==> config.mk <==
export PLATFORM = sky130hd
export DESIGN_NAME = conv2_accumulate_stage_flat
export DESIGN_NICKNAME = d
export VERILOG_FILES = /design/src/rtl/conv2_accumulate_stage_if.sv /design/src/rtl/conv2_accumulate_stage.sv /design/src/flat_wrapper.sv
export SDC_FILE = /design/constraint.sdc
export NUM_CORES = 1
export LEC_CHECK = 0
export ABC_AREA = 1
export CORE_ASPECT_RATIO = 1.2
export CORE_UTILIZATION = 56
export DETAILED_ROUTE_END_ITERATION = 10
export HOLD_SLACK_MARGIN = 0.15
export PLACE_DENSITY_LB_ADDON = 0.3
export SLEW_MARGIN = 20
export SYNTH_ARGS = -nofsm -noshare
export SYNTH_HDL_FRONTEND = slang
export SYNTH_SLANG_ARGS = --single-unit
==> constraint.sdc <==
create_clock -name clk -period 5.6 [get_ports clk]
set_clock_uncertainty 0.05 [all_clocks]
set_input_delay 0.56 -clock clk [delete_from_list [all_inputs] [get_ports clk]]
set_output_delay 0.56 -clock clk [all_outputs]
set_load 0.02 [all_outputs]
==> src/rtl/conv2_accumulate_stage_if.sv <==
// conv2_accumulate_stage_if: the product-beat input bundle and the pixel output
// bundle of the Layer-2 accumulation stage. The upstream multiplier stage uses the
// master side, and the accumulation stage uses the slave side.
interface conv2_accumulate_stage_if;
  logic               enable;
  logic               in_valid;
  logic signed [11:0] product1;
  logic signed [11:0] product2;
  logic signed [11:0] product3;
  logic signed [11:0] product4;
  logic signed [11:0] product5;
  logic signed [11:0] product6;
  logic signed [11:0] bias;
  logic signed [5:0]  pixel_out;
  logic               out_valid;
  logic               busy;

  modport master (
    output enable, in_valid, product1, product2, product3, product4, product5,
           product6, bias,
    input  pixel_out, out_valid, busy
  );

  modport slave (
    input  enable, in_valid, product1, product2, product3, product4, product5,
           product6, bias,
    output pixel_out, out_valid, busy
  );
endinterface

==> src/rtl/conv2_accumulate_stage.sv <==
// conv2_accumulate_stage: Layer-2 convolution accumulation stage.
// The block sums six signed products per beat in S1 and accumulates BEATS beats in S2.
// In S3 it shifts the accumulator, saturates the result to signed 6 bits and emits one pixel.
// Build option: define CONV2_RELU_EN to clamp negative shifted results to 0 in S3.
module conv2_accumulate_stage #(
  parameter int BEATS = 4,
  parameter int SHIFT = 4,
  parameter int ACC_W = 20
) (
  input logic                     clk,
  input logic                     rst_n,
  conv2_accumulate_stage_if.slave bus
);
  localparam int CNT_W = (BEATS > 1) ? $clog2(BEATS) : 1;
  localparam logic [CNT_W-1:0] LAST_CNT = CNT_W'(BEATS - 1);
  localparam logic signed [ACC_W-1:0] PIX_MAX = 31;
  localparam logic signed [ACC_W-1:0] PIX_MIN = -32;

  typedef enum logic {IDLE, ACCUM} state_t;

  state_t                  state, state_nxt;
  logic [CNT_W-1:0]        beat_cnt, beat_cnt_nxt;
  logic                    accept, is_first, is_last;
  logic signed [14:0]      sum6;

  logic                    s1_valid, s1_first, s1_last;
  logic signed [14:0]      s1_sum;
  logic signed [11:0]      s1_bias;
  logic                    s2_valid, s2_last;
  logic signed [ACC_W-1:0] acc;
  logic signed [ACC_W-1:0] shifted;
  logic signed [5:0]       sat_pix;
  logic signed [5:0]       pixel_q;
  logic                    out_valid_q;

  assign accept   = bus.enable && bus.in_valid;
  assign is_first = (state == IDLE);
  assign is_last  = (beat_cnt == LAST_CNT);
  assign sum6     = 15'(bus.product1) + 15'(bus.product2) + 15'(bus.product3)
                  + 15'(bus.product4) + 15'(bus.product5) + 15'(bus.product6);

  // Window FSM state and beat counter register.
  always_ff @(posedge clk) begin
    // NOTE: state is updated with non-blocking assignments so that every register samples pre-edge values.
    if (!rst_n) begin
      state    <= IDLE;
      beat_cnt <= '0;
    end else begin
      state    <= state_nxt;
      beat_cnt <= beat_cnt_nxt;
    end
  end

  // Next-state logic: open, advance and close the window on accepted beats. A low enable aborts the window.
  always_comb begin
    // NOTE: defaults come first so that every path assigns every output and no latch is inferred.
    state_nxt    = state;
    beat_cnt_nxt = beat_cnt;
    case (state)
      IDLE: if (accept) begin
        if (is_last) begin
          beat_cnt_nxt = '0;
        end else begin
          state_nxt    = ACCUM;
          beat_cnt_nxt = beat_cnt + CNT_W'(1);
        end
      end
      ACCUM: if (accept) begin
        if (is_last) begin
          state_nxt    = IDLE;
          beat_cnt_nxt = '0;
        end else begin
          beat_cnt_nxt = beat_cnt + CNT_W'(1);
        end
      end
      default: state_nxt = IDLE;
    endcase
    if (!bus.enable) begin
      state_nxt    = IDLE;
      beat_cnt_nxt = '0;
    end
  end

  // S1 operand capture: only accepted beats load, so these registers hold on idle cycles.
  always_ff @(posedge clk) begin
    // NOTE: pure datapath registers carry no reset; s1_valid qualifies them.
    if (accept) begin
      s1_sum   <= sum6;
      s1_first <= is_first;
      s1_last  <= is_last;
      s1_bias  <= bus.bias;
    end
  end

  // S1/S2 valid flags and the accumulator. A low enable flushes everything in flight.
  always_ff @(posedge clk) begin
    if (!rst_n) begin
      s1_valid <= 1'b0;
      s2_valid <= 1'b0;
      s2_last  <= 1'b0;
      acc      <= '0;
    end else begin
      s1_valid <= accept;
      s2_valid <= bus.enable && s1_valid;
      s2_last  <= s1_last;
      if (bus.enable && s1_valid) begin
        acc <= s1_first ? (ACC_W'(s1_bias) + ACC_W'(s1_sum)) : (acc + ACC_W'(s1_sum));
      end
    end
  end

  // Requantisation: arithmetic shift, optional ReLU, then saturate to signed 6 bits.
  always_comb begin
    shifted = acc >>> SHIFT;
`ifdef CONV2_RELU_EN
    if (shifted < 0) shifted = '0;
`else
`endif
    sat_pix = shifted[5:0];
    if (shifted > PIX_MAX)      sat_pix = 6'sd31;
    else if (shifted < PIX_MIN) sat_pix = -6'sd32;
  end

  // S3 output register: this stage loads a pixel only when S2 holds a completed window.
  always_ff @(posedge clk) begin
    if (!rst_n) begin
      out_valid_q <= 1'b0;
      pixel_q     <= '0;
    end else begin
      out_valid_q <= bus.enable && s2_valid && s2_last;
      if (bus.enable && s2_valid && s2_last) pixel_q <= sat_pix;
    end
  end

  assign bus.pixel_out = pixel_q;
  assign bus.out_valid = out_valid_q;
  assign bus.busy      = (state == ACCUM) || s1_valid || s2_valid;
endmodule

==> src/flat_wrapper.sv <==
// flat-port wrapper written by rule: the top's interface ports become plain ports
module conv2_accumulate_stage_flat 
#(
  parameter int BEATS = 4,
  parameter int SHIFT = 4,
  parameter int ACC_W = 20
)
  (clk, rst_n, bus_enable, bus_in_valid, bus_product1, bus_product2, bus_product3, bus_product4, bus_product5, bus_product6, bus_bias, bus_pixel_out, bus_out_valid, bus_busy);
  conv2_accumulate_stage_if bus_i ();
  input logic clk;
  input logic rst_n;
  input wire logic [$bits(bus_i.enable)-1:0] bus_enable;
  input wire logic [$bits(bus_i.in_valid)-1:0] bus_in_valid;
  input wire logic [$bits(bus_i.product1)-1:0] bus_product1;
  input wire logic [$bits(bus_i.product2)-1:0] bus_product2;
  input wire logic [$bits(bus_i.product3)-1:0] bus_product3;
  input wire logic [$bits(bus_i.product4)-1:0] bus_product4;
  input wire logic [$bits(bus_i.product5)-1:0] bus_product5;
  input wire logic [$bits(bus_i.product6)-1:0] bus_product6;
  input wire logic [$bits(bus_i.bias)-1:0] bus_bias;
  output wire logic [$bits(bus_i.pixel_out)-1:0] bus_pixel_out;
  output wire logic [$bits(bus_i.out_valid)-1:0] bus_out_valid;
  output wire logic [$bits(bus_i.busy)-1:0] bus_busy;
  assign bus_i.enable = bus_enable;
  assign bus_i.in_valid = bus_in_valid;
  assign bus_i.product1 = bus_product1;
  assign bus_i.product2 = bus_product2;
  assign bus_i.product3 = bus_product3;
  assign bus_i.product4 = bus_product4;
  assign bus_i.product5 = bus_product5;
  assign bus_i.product6 = bus_product6;
  assign bus_i.bias = bus_bias;
  assign bus_pixel_out = bus_i.pixel_out;
  assign bus_out_valid = bus_i.out_valid;
  assign bus_busy = bus_i.busy;
  conv2_accumulate_stage #(.BEATS(BEATS), .SHIFT(SHIFT), .ACC_W(ACC_W)) u_core (.clk(clk), .rst_n(rst_n), .bus(bus_i));
endmodule
-- After elaboration in Yosys (flattened, before gate mapping)
Index checks and enable logic that the tools add are counted.
- flip-flop bits (word level): 62
- word-level logic and storage cells: 40
- output and inout bits: 8
- input bits: 88
- magnitude comparators: 2
- eq/ne operators: 1
- reduce and logical (&&, ||, !) cells: 7
- bitwise operators: 1
- $add $sub $neg: 8
- muxes and demuxes: 9
- operators with widths (cell ; count):
    15-bit by 12-bit adder with 15-bit output ; 3
    20-bit by 15-bit adder with 20-bit output ; 1
    20-bit two-way mux ; 1
    12-bit by 15-bit adder with 16-bit output ; 1
    16-bit by 6-bit > comparator with 1-bit output, second input constant ; 1
    16-bit by 6-bit less-than comparator with 1-bit output, second input constant ; 1
    13-bit by 12-bit adder with 14-bit output ; 1
    12-bit by 12-bit adder with 13-bit output ; 1
    6-bit two-way mux ; 2
    1-bit logical AND ; 4
    2-bit two-way mux ; 2
    1-bit two-way mux ; 3
    2-bit by 1-bit adder with 2-bit output, second input constant ; 1
    2-bit equality test, second input constant ; 1
    1-bit logical OR ; 2
    1-bit one-hot mux with 2 select lines ; 1
    2-bit AND reduction ; 1
    1-bit inverter ; 1

-- Depth between registers and ports, before layout
Gate-level depths: netlist of the first run.
- depth after elaboration: 5
- mapped depth: 19
- mapped depth without buffers: 19

-- Worst setup path before layout of the first run
OpenSTA, ideal clock, no wires.
- path kind: input to register
- start point: input port bus_product3[1]
- end point: register u_core.s1_sum[13] (data pin)
- cell stages on the path: 17
- required time: 5.292 ns
- library setup time: 0.258 ns
- buffers on the path: 0
- arrival time: 3.789 ns
- path slack: 1.503 ns
- cells stage by stage: inv_1 fa_1 inv_1 ha_1 fa_1 nand3_1 nand2_1 a21oi_1 o21ai_1 xor2_1 fa_1 ha_1 nand2_1 inv_1 a221oi_1 nand3_1 xor2_1
- word-level cells in the longest chain between the ends: 4
- ends and longest elaborated chain (element ; line ; RTL):
    from (decl) ; flat_wrapper.sv:16 ; input wire logic [$bits(bus_i.product3)-1:0] bus_product3;
    13-bit by 12-bit adder with 14-bit output ; conv2_accumulate_stage.sv:39 ; assign sum6 = 15'(bus.product1) + 15'(bus.product2) + 15'(bus.product3)
    15-bit by 12-bit adder with 15-bit output (3 in a row) ; conv2_accumulate_stage.sv:40 ; + 15'(bus.product4) + 15'(bus.product5) + 15'(bus.product6);
    net u_core.sum6[13] ; conv2_accumulate_stage.sv:24 ; logic signed [14:0] sum6;
    to (signal assigned) ; conv2_accumulate_stage.sv:88 ; s1_sum <= sum6;
    to (decl) ; conv2_accumulate_stage.sv:27 ; logic signed [14:0] s1_sum;
The timed path passes the listed nets, and every way through them passes these cells.
A chain may end at the register's enable or synchronous reset.

-- Final worst setup path of the first run
Same ends and word-level chain as after synthesis.

==> out/results.ini, run 1 <==
[outcome]
status = complete, no violations

[setup_path]
critical_path_class = primary input to flop
arrival_ns = 4.63
critPathMaxFanout = 5
critPathRequiredTime_ns = 5.64
start_kind = primary input
end_kind = flop

[clock_tree]
htree_levels = 3
clock_sinks = 62
clkTransAtPathRegs_ns = 0.05
post-cts-setup-buffers = 0
numCtsBuffers = 9
clock_path_buffers = 2
cts_tree = yes
root_buffer = clkbuf_16
cts.repair.resized = 0
hold_buffers = 0
insertion_delay_ns = 0.34

[sta]
setup_violations = 0
rsz0062_at_grt = false
hold_viol = 0
max_freq_ghz = 0.218
finalCritPeriodShare = 0.821
slew_violations = 0
fin_crit_ns = 4.60
slew_headroom = 0.337
finalSetupTns_ns = 0
worst_slew_pin_slew_ns = 0.993

[yosys]
yosysSeqAreaShare = 0.244
syn-num-nets = 1029
synthCells = 839
synth_area_per_cell_um2 = 7.47
yosys-top-cells-area = edfxtp_1 14%, nand2_1 13%, fa_1 13%
netlist_area_um2 = 6270
ys_async_sr_fraction = 0
synth_warnings = 0
synth_seq_cells = 62
synth_cell_type_count = 38
synth_edf_count = 29
synth_flop_cell = dfxtp_1
synth.top_cell.area_share = 0.139
synth_area_leader_cell = edfxtp_1

[power]
powerDensity_nw_per_um2 = 412
power.leakage_nw = 3.69
p_total_w = 0.00316
irDropWorstVdd_v = 0.000197

[routing]
wire_per_inst_um = 13.7
viasPerCell = 5.44
drtIter0Drc = 271
wirelength_um = 14700
dr.pass1.iters = 5
vias = 5829
route.detailed.drc = 0
ant_nets = 0

[floorplan]
dieArea_um2 = 11600
die_w_um = 98.6
io_pins = 96
start_util = 0.585
die_h_um = 118
coreArea_um2 = 10700
fp-row-count = 41

[layout]
drive_gt1_frac = 0.0520
multi_input_area_um2 = 4210
design_area_um2 = 7660
antennaDiodeCount = 0
nFillCells = 828
regArea_um2 = 1530
syn2layout_area_growth_pct = 22.1
nets = 1127
final_common_cell = nand2_1
layout_common_cells = 220 x nand2_1, 121 x inv_1, 95 x clkdlybuf4s50_1

[grt]
antenna_found_initial = 0
grt_max_degree = 30
grt_usage = 0.281
globalRouteOverflowTotal = 0
grt_pass1_wl_um = 26100
grt_pass1_vias = 6142

[flow_run]
maxCapViolCount = 0

[placement]
postPlaceCellArea_um2 = 7350
gp_congestion = 0.959
portBuffers = 95
hpwl_um = 11900

[worst_hold_path]
hold_path_class = flop to flop

critical path, stage by stage:
cell             delay, ns
clkdlybuf4s50_1       0.45
inv_1                 0.05
fa_1                  0.53
inv_1                 0.04
ha_1                  0.22
fa_1                  0.40
nand3_1               0.10
nand2_1               0.12
a21oi_1               0.30
o21ai_1               0.13
xor2_1                0.18
fa_1                  0.44
ha_1                  0.38
nand2_1               0.10
inv_1                 0.05
a221oi_1              0.29
nand3_1               0.13
xor2_1                0.15
sequential cells by signal, summed over array words and instances (netlist names), 2 cells and up, named ones only:
name and cells:
u_core.acc 20, u_core.bus.pixel_out 6, u_core.beat_cnt 2, u_core.s1_sum 15, u_core.s1_bias 12
through the flow:
step / worst slack [ns] / std cells / hold WS, ns / utilization
after floorplan: 1.50 / 839 / 0.356 / -
after global placement: 0.783 / 1055 / 0.362 / 0.685
after detailed placement: 0.680 / 1055 / 0.372 / 0.685
after CTS: 1.01 / 1071 / 0.385 / 0.714
after global routing: 0.762 / 1071 / 0.408 / 0.714
final: 1.00 / 1071 / 0.382 / 0.714
cells in the mapped netlist, types with 11 or more instances:
library cell  count
dfxtp_1          33
fa_1             41
nor2_1           45
xnor2_1          11
nand2_1         220
ha_1             61
edfxtp_1         29
xor2_1           18
nand3_1          63
inv_1           121
nand3b_1         11
a21oi_1          72
o21ai_0          22
final cells by class:
type                       instances  share of cell area
clock buffer                       9              0.0294
clock inverter                     7              0.0114
inverter                         130              0.0637
multi-input combinational        638               0.549
sequential                        62               0.200
tap                              129              0.0211
timing repair buffer              96               0.125
path summary, 6_finish.rpt:
| kind | slack (ns) | end | startpoint | cells past startpoint |
|---|---|---|---|---|
| worst min-delay path | 0.38 | u_core.s2_last$_SDFF_PN0_ | u_core.s1_last$_DFFE_PP_ | 2 |
| worst max-delay path | 1.00 | u_core.s1_sum[13]$_DFFE_PP_ | bus_product3[1] | 18 |
| worst max register to register | 3.35 | u_core.acc[14]$_SDFFE_PN0P_ | u_core.s1_bias[0]$_DFFE_PP_ | 15 |
| worst min register to register | 0.38 | u_core.s2_last$_SDFF_PN0_ | u_core.s1_last$_DFFE_PP_ | 2 |
where the power goes:
group	switching, W	internal (W)	total [W]
logic	0.00114	0.000759	0.00190
clock network	0.000199	0.000386	0.000586
registers	0.0000644	0.000610	0.000675
total	0.00140	0.00176	0.00316
metal layers:
metal | vias up | routed length, µm | GRT usage
met4 | 0 | 499 | 0.143
met5 | - | 0 | 0
met1 | 2676 | 5690 | 0.304
li1 | 2932 | - | -
met2 | 180 | 7780 | 0.532
met3 | 41 | 737 | 0.0315
cell families (layout without fill, tap and decap cells):
| kind of cell | Yosys count | count (layout) | synth area share |
|---|---|---|---|
| flip-flops | 62 | 62 | 0.244 |
| AO/OA/AOI/OAI | 128 | 128 | 0.115 |
| AND/OR/NAND/NOR | 379 | 379 | 0.263 |
| XOR/XNOR | 29 | 29 | 0.0405 |
| buffers and inverters | 139 | 242 | 0.0850 |
| adder cells (fa/ha/maj) | 102 | 102 | 0.253 |
No activity file was read; power rests on OpenSTA's default activity.
==> run 2, diff against run 1 <==
==> constraint.sdc (replaced) <==
create_clock -name clk -period 4.8 [get_ports clk]
set_clock_uncertainty 0.05 [all_clocks]
set_input_delay 0.48 -clock clk [delete_from_list [all_inputs] [get_ports clk]]
set_output_delay 0.48 -clock clk [all_outputs]
set_load 0.02 [all_outputs]
==> out/results.ini, run 2 (synthesis gave the netlist of run 1 again) <==
[outcome]
status = complete, no violations

[layout]
final_util = 0.717
multi_input_area_um2 = 4210
largest_register_ffs = 20
design_area_um2 = 7690
nets = 1128
regArea_um2 = 1530
drive_gt1_frac = 0.0530
syn2layout_area_growth_pct = 22.6
final_common_cell = nand2_1
layout_common_cells = 220 x nand2_1, 121 x inv_1, 95 x clkdlybuf4s50_1
nFillCells = 825
reg.largest.list = u_core.acc: 20 flops, u_core.s1_sum: 15 flops, u_core.s1_bias: 12 flops
antennaDiodeCount = 0
regMostFlops = u_core.acc

[grt]
grt_pass1_wl_um = 25700
grt_usage = 0.273
grt_pass1_vias = 6118
antenna_found_initial = 0
globalRouteOverflowTotal = 0
grt_max_degree = 30

[power]
p_clk_frac = 0.191
comb_power_share = 0.599
swShare = 0.442
pwr-share-seq = 0.210
powerDensity_nw_per_um2 = 486
internal_power_w = 0.00209
irDropWorstVdd_v = 0.000227
p_sw_w = 0.00165
power.leakage_nw = 3.70

[clock_tree]
clkTransAtPathRegs_ns = 0.05
root_buffer = clkbuf_16
insertion_delay_ns = 0.33
post-cts-setup-buffers = 0
cts_tree = yes
clock_sinks = 62
numCtsBuffers = 9
cts.repair.resized = 0
clock_path_buffers = 2
hold_buffers = 0
htree_levels = 3

[routing]
wire_per_inst_um = 13.6
route.detailed.drc = 0
dr.pass1.iters = 5
drtIter0Drc = 298
wirelength_um = 14600
ant_nets = 0
viasPerCell = 5.48
vias = 5871

[placement]
portBuffers = 95
postPlaceCellArea_um2 = 7350
hpwl_um = 11900
gp_congestion = 0.939

[setup_path]
critPathMaxFanout = 4
crit_path_top_delay_cell = fa_1
cp_top_family = adder cells
critical_path_class = primary input to flop
end_kind = flop
cpMostUsedCell = nand2_1
timing.critical_path.buf_inv = 5
start_kind = primary input
arrival_ns = 4.70
cp_cell_sequence = clkdlybuf4s50_1, inv_1, fa_1, inv_1, ha_1, fa_1, nand3_1, nand2_1, a21oi_1, buf_4, xnor2_1, fa_1, ha_1, nand2_1, o21ai_0, inv_1, nand2_1, nand3_1, nand2_1, xor2_1
critPathRequiredTime_ns = 4.92
slowest_delay_ns = 0.53

[sta]
hold_viol = 0
slew_headroom = 0.313
fin_crit_ns = 4.58
rsz0062_at_grt = false
max_freq_ghz = 0.219
setup_violations = 0
worst_slew_pin_slew_ns = 1.03
finalCritPeriodShare = 0.953
slew_violations = 0

[floorplan]
die_w_um = 98.6
coreArea_um2 = 10700
fp-row-count = 41
die_h_um = 118
start_util = 0.585
io_pins = 96
dieArea_um2 = 11600

[worst_hold_path]
hold_path_class = flop to flop

[flow_run]
maxCapViolCount = 0

run 2: cell count changes in the layout (fill, tap and decap cells not counted):
cell / before / now
clkinv_1: 2 / 1
clkinv_2: 3 / 2
clkbuf_1: 0 / 1
buf_4: 1 / 2
clkbuf_16: 9 / 10
run 2: through the flow:
| stage | worst slack [ns] | setup TNS, ns | hold WS (ns) | power [W] | instances |
|---|---|---|---|---|---|
| after floorplan | 0.783 | 0 | 0.356 | 0.00247 | 839 |
| after global placement | 0.0846 | 0 | 0.361 | 0.00291 | 1056 |
| after detailed placement | -0.0321 | -0.0544 | 0.385 | 0.00298 | 1056 |
| after CTS | 0.304 | 0 | 0.404 | 0.00371 | 1072 |
| after global routing | 0.0820 | 0 | 0.413 | 0.00406 | 1072 |
| final | 0.225 | 0 | 0.397 | 0.00374 | 1072 |
run 2: per-layer routing:
metal | vias to the layer above | GRT usage | routed length (µm)
met5 | - | 0 | 0
met4 | 0 | 0.147 | 668
met3 | 47 | 0.0386 | 783
met2 | 205 | 0.513 | 7510
met1 | 2679 | 0.291 | 5610
li1 | 2940 | - | -
run 2: path summary, 6_finish.rpt:
check	from	to	slack [ns]	cells past startpoint
worst min register to register	u_core.s1_last$_DFFE_PP_	u_core.s2_last$_SDFF_PN0_	0.40	2
worst min-delay path	u_core.s1_last$_DFFE_PP_	u_core.s2_last$_SDFF_PN0_	0.40	2
worst max-delay path	bus_product3[1]	u_core.s1_sum[12]$_DFFE_PP_	0.22	20
worst max register to register	u_core.s1_sum[0]$_DFFE_PP_	u_core.acc[14]$_SDFFE_PN0P_	2.57	15
run 2: power by group through the flow:
stage          sequential, W  combinational, W  clock (W)
2_1_floorplan       0.000758           0.00171          0
3_3_place_gp        0.000789           0.00212          0
3_5_place_dp        0.000790           0.00219          0
4_1_cts             0.000782           0.00222   0.000714
5_1_grt             0.000790           0.00253   0.000739
6_report            0.000786           0.00224   0.000712
run 2: tightest hold or removal path, cell delays in order (launching register included):
cell and delay (ns):
edfxtp_1 0.32, nand2_1 0.05, inv_1 0.05
run 2: layout make-up:
class	count	area share
inverter	130	0.0635
sequential	62	0.199
timing repair buffer	97	0.126
clock buffer	11	0.0330
clock inverter	5	0.0103
multi-input combinational	638	0.547
tap	129	0.0210
